### src/rtl/cycle_timer.sv
// Up-counter with a synchronous clear that stops at a programmable terminal
// count; shared by the unlock window and the lockout period.
module cycle_timer #(
    parameter int WIDTH = 8
) (
    input  logic             clk,
    input  logic             clr,
    input  logic             clear,
    input  logic             run,
    input  logic [WIDTH-1:0] limit,
    output logic             done
);

    logic [WIDTH-1:0] count;

    // Holds at the terminal count so it can never wrap between uses.
    always_ff @(posedge clk) begin
        if (clr || clear) begin
            count <= '0;
        end else if (run && !done) begin
            count <= count + WIDTH'(1);
        end
    end

    assign done = (count == limit);

endmodule

### config.mk
export PLATFORM = sky130hd
export DESIGN_NAME = cycle_timer
export DESIGN_NICKNAME = d
export VERILOG_FILES = /design/src/rtl/cycle_timer.sv
export SDC_FILE = /design/constraint.sdc
export NUM_CORES = 1
export LEC_CHECK = 0
export BUFFER_PORTS_ARGS = -buffer_cell sky130_fd_sc_hd__buf_2
export CAP_MARGIN = 40
export CORE_AREA = 2 2 39 41
export CTS_BUF_LIST = sky130_fd_sc_hd__clkbuf_4 sky130_fd_sc_hd__clkbuf_8 sky130_fd_sc_hd__clkbuf_16
export DETAILED_ROUTE_END_ITERATION = 12
export DIE_AREA = 0 0 41 43
export PLACE_DENSITY = 0.72
export SLEW_MARGIN = 20
export SYNTH_ARGS = -nofsm -noshare
export SYNTH_HDL_FRONTEND = slang
export SYNTH_SLANG_ARGS = --single-unit
### constraint.sdc
create_clock -name clk -period 1.5 [get_ports clk]
set_input_delay 0.3 -clock clk [delete_from_list [all_inputs] [get_ports clk]]
set_output_delay 0.3 -clock clk [all_outputs]
set_load 0.02 [all_outputs]
Yosys cells after proc, flatten, opt, wreduce, memory -nomap -nowiden
Index checks and enable logic that the tools add are counted.
- bits in registers: 8
- bits in latches: 0
- RAM bits: 0
- ROM bits: 0
- bits of input ports: 12
- output and inout bits: 1
- memories kept: 0
- add/subtract/negate cells: 1
- multiply operators: 0
- divide/modulo/power cells: 0
- $lt $le $gt $ge: 0
- equality and inequality tests: 1
- shift-type cells: 0
- multiplexer cells: 0
- bitwise logic cells: 0
- reduce and logical (&&, ||, !) cells: 3
- operator list (kind ; count):
    adder 8 x 1 -> 8 bit (second input constant) ; 1
    equality test 8 bit ; 1
    logical AND 1 bit ; 1
    zero test 1 bit ; 1
    logical OR 1 bit ; 1

Longest topological paths before layout
Gate-level depths: netlist of run 1.
- word-level depth: 3
- depth in mapped cells: 4
- depth with buffers taken out: 4

Worst setup path after synthesis of run 1
No wires, ideal clock.
- path type: register -> output
- start: register count[6]
- end: output port done
- arrival time: 1.289 ns
- path slack: -0.089 ns
- stages on the path, launching flop included: 4
- path through: dfxtp_1 > xor2_1 > nor4_2 > and2_1
- word-level cells in the longest chain between the ends: 1
- ends and longest elaborated chain (what ; RTL line ; text):
    from (decl) ; 14 ; logic [WIDTH-1:0] count;
    from (signal assigned) ; 21 ; count <= count + WIDTH'(1);
    equality test 8 bit ; 25 ; assign done = (count == limit);
    to (decl) ; 11 ; output logic done
Every way passes these cells.

Worst setup path in the final report of run 1
- start: register count[0]
- end: output port done
The elaborated chain is that of the path after synthesis.

==> impl_metrics.toml, run 1 <==
[outcome]
status = "finished with violations"
failed_checks = "setup timing"

[worst_setup_path]
regToRegSetupSlack_ns = 0.09
critical_path.max_fanout = 2
path_class = "reg2out"
arrival_ns = 1.35
start_kind = "flip-flop"
end_kind = "output port"
regToRegStartpoint = "count[6]"
r2r_end = "count[7]"
crit_required_ns = 1.20
reg2regPathDepth = 5

[logic_synthesis]
syn-num-nets = 71
synth_area_leaders = "dfxtp_1, mux2i_1, xor2_1, nand2_1, or3_1"
netlist.area_leader.share_pct = 31.3
synth_cells = 58
yosysMostFrequentCell = "nand2_1"
ys.flop_type = "dfxtp_1"
ys_warn_count = 0
ys_types = 15
synthArstFlopShare_pct = 0
avgSynthCellArea_um2 = 8.82
synth_commonest_cells = "nand2_1, dfxtp_1, mux2i_1, xor2_1, or3_1"
ys_seq_area_share_pct = 31.3
synth_edf_count = 0
syn_area_um2 = 512
ys_seq_elements = 8
synth.largest_area_cell = "dfxtp_1"

[placement]
hpwl_um = 873
placed_cells = 93
portBuffers = 12
routabilityCongestion = 0.750

[drt]
drt-pass1-iter-count = 4
routedWlPerCell_um = 12.7
drtIter0Drc = 2
ant_nets = 0
drt_wl_total_um = 1230
viasPerCell = 5.03
drc = 0
vias = 488

[min_path]
hold_end = "count[2]"
min_path_cells = 4
hold_class = "in2reg"
hold_start = "run"

[floorplanning]
top_level_ports = 13
fp.coreArea_mm2 = 0.00138
dieArea_mm2 = 0.00176
num_rows = 14
die_w_um = 41
die_h_um = 43
initial_core_util_pct = 37.0

[finish]
finish.utilization_pct = 54.1
largest_reg_flops = 8
finalNetCount = 96
syn_to_final_growth_pct = 46.2
regMostFlops = "count"
layout-drive-gt1-share_pct = 44.4
nFillCells = 135
top_regs = "count (8)"
seq_area_um2 = 165
multi_input_area_um2 = 414
final_cells = 97
diodes = 0

[sta]
fmax_ghz = 0.608
finalWorstSetupSlack_ns = -0.145
slew_headroom_pct = 81.1
skew_ns = 0.00828
setup-violations-final = 1
worst_pin_slew_ns = 0.283
slew_violations = 0
hold_violations = 0
fin_crit_ns = 1.65
finalCritPeriodShare_pct = 110
rsz0062_at_grt = "true"

[grt]
grt_overflow = 0
grt_pass1_vias = 519
grt_max_degree = 10
grt_pass1_wl_um = 2140
grt_usage_pct = 18.0
grt_antenna_before_repair = 0

[clocking]
cts_tree = "built"
clk_pin_slew_worst_paths_ns = 0.06
cts-hold-fix-buffers = 0
cts_buffers = 3
cts-root-buf = "clkbuf_4"
clock_sinks = 8
cts.path.max_buffers = 2
clock_latency_ns = 0.26
cts_max_level = 1

[power_and_ir_drop]
power.density_mw_per_mm2 = 618
leakage_nw = 0.310
vdd_ir_drop_max_uv = 558

[job]
drv_cap = 0
==> critical path: stages, from the launching register on <==
cell and delay [ns]:
dfxtp_2 0.33, xor2_2 0.16, nor4_4 0.31, and2_4 0.19
buf_6 0.11
==> logic make-up (layout without fill, tap and decap cells) <==
logic type / count (synthesis) / count (layout) / synth area share (%)
XOR/XNOR: 8 / 8 / 13.7
AND/OR/NAND/NOR: 26 / 26 / 28.1
buffers and inverters: 0 / 23 / 0
AO/OA/AOI/OAI: 7 / 7 / 8.80
multiplexers: 8 / 8 / 15.6
adder cells (fa/ha/maj): 1 / 1 / 2.44
flip-flops: 8 / 8 / 31.3
==> per-layer routing <==
layer	vias up	global-route usage, %	wire, um	part of all wire (%)
met1	221	22.3	541	44
li1	252	-	-	-
met3	2	7.85	54	4.4
met2	13	27.8	625	51
met4	0	4.00	12	0.97
met5	-	0	0	0
==> power breakdown <==
group          switching, mW  internal [mW]  total [mW]  leakage [nW]
registers            0.00189          0.215       0.217        0.0665
logic                 0.0401         0.0351      0.0752         0.229
clock network         0.0789         0.0920       0.171        0.0138
==> cells in the final DEF (no fill, tap or decap) <==
master    netlist  layout
xor2_2          0       5
buf_4           0       8
a21oi_1         3       3
nand3_1         1       1
buf_6           0       1
xor2_1          8       3
nand2_1        12      12
nor2_1          1       1
a21boi_1        2       2
a211oi_2        0       1
clkbuf_4        0       3
dfxtp_1         8       4
ha_1            1       1
mux2i_1         8       8
dfxtp_2         0       4
nand4_1         1       1
a211oi_1        2       1
buf_2           0      11
and2_4          0       1
and4_1          1       1
or3_1           7       7
nor4_4          0       2
==> repair_timing <==
| action | CTS | global route |
|---|---|---|
| hold endpoints to repair | 0 | 0 |
| gates resized for setup | 9 | 4 |
| buffers inserted | 1 | 0 |
| pin swaps | 6 | 1 |
| cloned | 0 | 0 |
| endpoints found under the setup margin | 1 | 4 |
==> layout make-up <==
cell class | count | share of cell area, %
Sequential cell | 8 | 22.1
Tap cell | 16 | 2.68
Clock buffer | 3 | 3.01
Timing Repair Buffer | 20 | 16.9
Multi-Input combinational cell | 50 | 55.4
==> through the flow <==
step	instance area [um^2]	hold WS [ns]	total power [mW]	setup slack (ns)	TNS (ns)
3_3_place_gp	662	0.468	0.287	0.0166	0
3_5_place_dp	662	0.476	0.288	0.0224	0
4_1_cts	726	0.409	0.464	-0.145	-0.145
6_report	748	0.408	0.463	-0.145	-0.145
5_1_grt	748	0.433	0.486	-0.188	-0.188
2_1_floorplan	529	0.455	0.255	0.0136	0
==> worst max path at each step <==
stage                   from  endpoint  slack, ns  cells after the start
floorplan           count[6]      done       0.01                      3
global placement    limit[7]      done       0.02                      5
detailed placement  limit[7]      done       0.02                      5
CTS                 count[2]      done      -0.14                      4
global route        count[2]      done      -0.19                      4
finish              count[0]      done      -0.15                      4
Note: power is estimated with default switching activity, not from simulation.
==> inputs of run 2 (changes only) <==
Settings changed: CELL_PAD_IN_SITES_DETAIL_PLACEMENT set to 1, CELL_PAD_IN_SITES_GLOBAL_PLACEMENT set to 2, CORE_AREA 2 2 39 41 to not set, CORE_MARGIN set to 2, CORE_UTILIZATION set to 26, DIE_AREA 0 0 41 43 to not set, GPL_TIMING_DRIVEN set to 0, PLACE_DENSITY 0.72 to 0.8.
==> run 2 against run 1 <==
Net effect: the flow still finishes with violations (setup timing); highest routed layer is now met3; largest power group unchanged; routed wire length grew 23%; sequential share of layout area grew 0.24 points; combinational power grew 3.6%.
==> impl_metrics.toml, run 2 (same netlist as run 1, synthesis figures left out) <==
[min_path]
hold_start = "run"
hold_end = "count[2]"
min_path_cells = 4
hold_class = "in2reg"

[power_and_ir_drop]
intPower_mw = 0.339
p_comb_share_pct = 16.7
power.density_mw_per_mm2 = 597
p_switching_mw = 0.127
fin_total_pwr_mw = 0.465
seqPwrFrac_pct = 45.9
leakage_nw = 0.303
vdd_ir_drop_max_uv = 219
pwr-share-clk_pct = 37.4
p_sw_share_pct = 27.3

[floorplanning]
initial_core_util_pct = 26.9
num_rows = 16
die_w_um = 48.4
top_level_ports = 13
dieArea_mm2 = 0.00234
die_h_um = 48.4
fp.coreArea_mm2 = 0.00190

[grt]
grt_pass1_wl_um = 2590
grt_pass1_vias = 542
grt_use_met3_pct = 2.16
grt_usage_pct = 14.8
busiest_layer = "met2"
met1_usage_pct = 19.9
grt_max_degree = 10
grt_overflow = 0
grt_antenna_before_repair = 0
use_met2_pct = 22.7

[drt]
drt_wl_total_um = 1520
drc = 0
viasPerCell = 4.59
vias = 487
drtIter0Drc = 3
routedWlPerCell_um = 14.3
drt-pass1-iter-count = 4
ant_nets = 0

[worst_setup_path]
crit_required_ns = 1.20
regToRegSetupSlack_ns = 0.09
regToRegStartpoint = "count[6]"
start_kind = "flip-flop"
critical_path.max_fanout = 2
r2r_end = "count[7]"
end_kind = "output port"
arrival_ns = 1.38
path_class = "reg2out"
reg2regPathDepth = 5

[finish]
top_regs = "count (8)"
syn_to_final_growth_pct = 52.3
layout-drive-gt1-share_pct = 51.9
largest_reg_flops = 8
regMostFlops = "count"
finalNetCount = 94
final_cell_mix = "nand2_1, buf_2, mux2i_1"
final_common_cell = "nand2_1"
diodes = 0

[sta]
worst_pin_slew_ns = 0.677
skew_ns = 0.00236
slew_headroom_pct = 54.7
fmax_ghz = 0.597
rsz0062_at_grt = "true"
finalCritPeriodShare_pct = 112
hold_violations = 0
fin_crit_ns = 1.68
slew_violations = 0
setup-violations-final = 1
finalWorstSetupSlack_ns = -0.176

[clocking]
clock_sinks = 8
clk_pin_slew_worst_paths_ns = 0.06
clock_latency_ns = 0.26
cts.path.max_buffers = 2
cts_tree = "built"
cts_buffers = 3
cts_max_level = 1
cts-root-buf = "clkbuf_4"

[placement]
hpwl_um = 953
routabilityCongestion = 0.679
portBuffers = 12
pre_cts_slack_ns = -0.204

[outcome]
status = "finished with violations"
failed_checks = "setup timing"

[job]
drv_cap = 0
[run 2: cell count changes in the layout (fill, tap and decap cells not counted), sizes merged]
cell | before | now
buf | 20 | 18
[run 2: worst max path at each step]
stage,from,to,slack (ns),depth (start not counted)
final,count[0],done,-0.18,4
after global routing,count[7],done,-0.24,4
after CTS,count[0],done,-0.18,4
after detailed placement,limit[7],done,-0.20,5
after global placement,limit[6],done,-0.21,5
after floorplan,count[6],done,0.01,3
[run 2: layout make-up]
| class | instances | area (um^2) |
|---|---|---|
| flip-flops and latches | 8 | 174 |
| multi-input cells | 50 | 438 |
| fillers | 231 | 1120 |
| repair buffers | 18 | 111 |
| clock buffers | 3 | 22.5 |
| well taps | 27 | 33.8 |
[run 2: through the flow]
stage | cell area, um^2 | util, % | setup TNS (ns) | hold slack [ns] | std cells
6_report | 779 | 41.0 | -0.176 | 0.413 | 106
5_1_grt | 779 | 41.0 | -0.237 | 0.438 | 106
4_1_cts | 744 | 39.1 | -0.182 | 0.406 | 106
3_5_place_dp | 623 | 32.8 | -0.306 | 0.482 | 97
3_3_place_gp | 623 | 32.8 | -0.353 | 0.475 | 97
2_1_floorplan | 529 | - | 0 | 0.455 | 58
[run 2: repair_timing]
action / CTS / global route
buffers inserted: 6 / 0
pin swaps: 6 / 0
gates resized for setup: 16 / 6
hold buffers: 0 / 0
setup endpoints to repair: 2 / 5
[run 2: critical path, cell delays in order, from the launching register on]
cell,delay (ns)
dfxtp_4,0.35
xor2_2,0.15
nor4_4,0.32
and2_4,0.20
buf_6,0.11
[run 2: power by group through the flow]
stage	logic, mW	registers, mW	clock network [mW]
finish	0.0779	0.213	0.174
CTS	0.0729	0.213	0.184
global placement	0.0600	0.221	0
global route	0.0842	0.214	0.192
floorplan	0.0340	0.221	0
detailed placement	0.0610	0.222	0
[run 2: per-layer routing]
metal / part of all wire, % / vias to the layer above
met3: 2.8 / 0
li1: - / 246
met2: 53 / 9
met5: 0 / -
met1: 44 / 232
met4: 0 / 0
==> inputs of run 3 (changes only) <==
Settings changed: PLACE_DENSITY 0.8 to not set, PLACE_DENSITY_LB_ADDON set to 0.25.
==> run 3 against run 2 <==
Net effect: the run still ends with setup timing left; total power shrank 0.78%; non-clock buffer count fell by 1; clock skew grew 0.0012 ns; sequential share of layout area fell by 0.52 points; hold slack lost 0.0022 ns; combinational power grew 4.7%; register-to-register slack worse by 0.02 ns; clock power down 4%; maximum frequency shrank 0.95%.
==> impl_metrics.toml, run 3 (same netlist as run 1, synthesis figures left out) <==
[outcome]
status = "finished with violations"
failed_checks = "setup timing"

[sta]
finalCritPeriodShare_pct = 113
finalWorstSetupSlack_ns = -0.192
fin_crit_ns = 1.69
slew_violations = 0
tns_ns = -0.192
worst_pin_slew_ns = 0.585
rsz0062_at_grt = "true"
hold_violations = 0
skew_ns = 0.00354
setup-violations-final = 1
holdWs_ns = 0.410
slew_headroom_pct = 60.9
fmax_ghz = 0.591

[clocking]
clk_pin_slew_worst_paths_ns = 0.06
cts.path.max_buffers = 2
cts_buffers = 3
clock_latency_ns = 0.25
cts_tree = "built"
cts_max_level = 1
clock_sinks = 8
cts-root-buf = "clkbuf_4"

[min_path]
hold_class = "in2reg"

[power_and_ir_drop]
power.density_mw_per_mm2 = 579
fin_total_pwr_mw = 0.462
pwr-share-clk_pct = 36.2
intPower_mw = 0.339
p_switching_mw = 0.122
leakage_nw = 0.302
p_sw_share_pct = 26.5
vdd_ir_drop_max_uv = 318
p_comb_share_pct = 17.7
seqPwrFrac_pct = 46.1

[finish]
final_cells = 105
syn_to_final_growth_pct = 56.0
final_cell_mix = "nand2_1, buf_2, mux2i_1"
nFillCells = 226
finalInstanceArea_um2 = 798
top_regs = "count (8)"
finish.utilization_pct = 42.0
diodes = 0
largest_reg_flops = 8
finalNetCount = 93
layout-drive-gt1-share_pct = 47.4
regMostFlops = "count"
final_common_cell = "nand2_1"

[drt]
drt_wl_total_um = 1380
drtIter0Drc = 5
viasPerCell = 4.56
vias = 479
ant_nets = 0
drt-pass1-iter-count = 3
routedWlPerCell_um = 13.1
drc = 0

[floorplanning]
dieArea_mm2 = 0.00234
die_w_um = 48.4
fp.coreArea_mm2 = 0.00190
die_h_um = 48.4
top_level_ports = 13
initial_core_util_pct = 26.9
num_rows = 16

[worst_setup_path]
path_class = "reg2out"
critical_path.max_fanout = 2
crit_required_ns = 1.20
crit_family = "simple AND/OR/NAND/NOR gates"
arrival_ns = 1.39
start_kind = "flip-flop"
cpPeakStageDelay_ns = 0.36
cpMaxStageDelayCell = "dfxtp_4"
crit_buf_inv = 1
end_kind = "output port"
path_cells = "xor2_4 > nor4_4 > and2_4 > buf_6"

[grt]
grt_usage_pct = 13.3
use_met2_pct = 18.8
grt_pass1_vias = 482
busiest_layer = "met2"
grt_pass1_wl_um = 2320
grt_antenna_before_repair = 0
grt_max_degree = 10
grt_overflow = 0
grt_use_met3_pct = 4.01
met1_usage_pct = 18.7

[placement]
portBuffers = 12
placed_cells = 97
placed_area_um2 = 623
pre_cts_slack_ns = -0.221
routabilityCongestion = 0.707

[job]
drv_cap = 0
## run 3: cell types whose count changed in the layout (fill, tap and decap cells not counted), sizes merged
cell / change
buf: -1
## run 3: per-layer routing
| metal | wire (um) | vias up |
|---|---|---|
| li1 | - | 245 |
| met1 | 656 | 224 |
| met2 | 667 | 10 |
| met3 | 55 | 0 |
| met4 | 0 | 0 |
| met5 | 0 | - |
## run 3: final timing paths
check | startpoint | to | slack (ns) | cells after the start
worst max-delay path | count[0] | done | -0.19 | 4
worst min-delay path | clr | count[3] | 0.41 | 3
worst max register to register | count[5] | count[7] | 0.07 | 5
worst min register to register | count[1] | count[1] | 0.49 | 2
## run 3: power groups by stage
stage          clock, mW  combinational (mW)  sequential, mW
2_1_floorplan          0              0.0340           0.221
3_3_place_gp           0              0.0606           0.221
3_5_place_dp           0              0.0613           0.222
4_1_cts            0.177              0.0730           0.215
5_1_grt            0.192              0.0891           0.213
6_report           0.167              0.0816           0.213
## run 3: cell type report
class | instances | area, um^2 | area share, %
timing repair buffer | 17 | 104 | 13.0
sequential | 8 | 174 | 21.8
multi-input combinational | 50 | 464 | 58.2
clock buffer | 3 | 22.5 | 2.82
tap | 27 | 33.8 | 4.23
## run 3: repair_timing
action,4_1_cts,5_1_grt
hold buffers,0,0
pin swaps,4,4
buffers inserted,4,1
resized for setup,10,13
setup endpoints to repair,3,6
## run 3: worst register-to-register path: cells and delay by family, from the launching register on
kind | cells | cell delay [ns]
muxes | 1 | 0.20
AOI/OAI and AO/OA | 1 | 0.25
xor gates and xnor gates | 1 | 0.22
DFF | 1 | 0.46
buffers and inverters | 1 | 0.18
and+or+nand+nor | 1 | 0.06
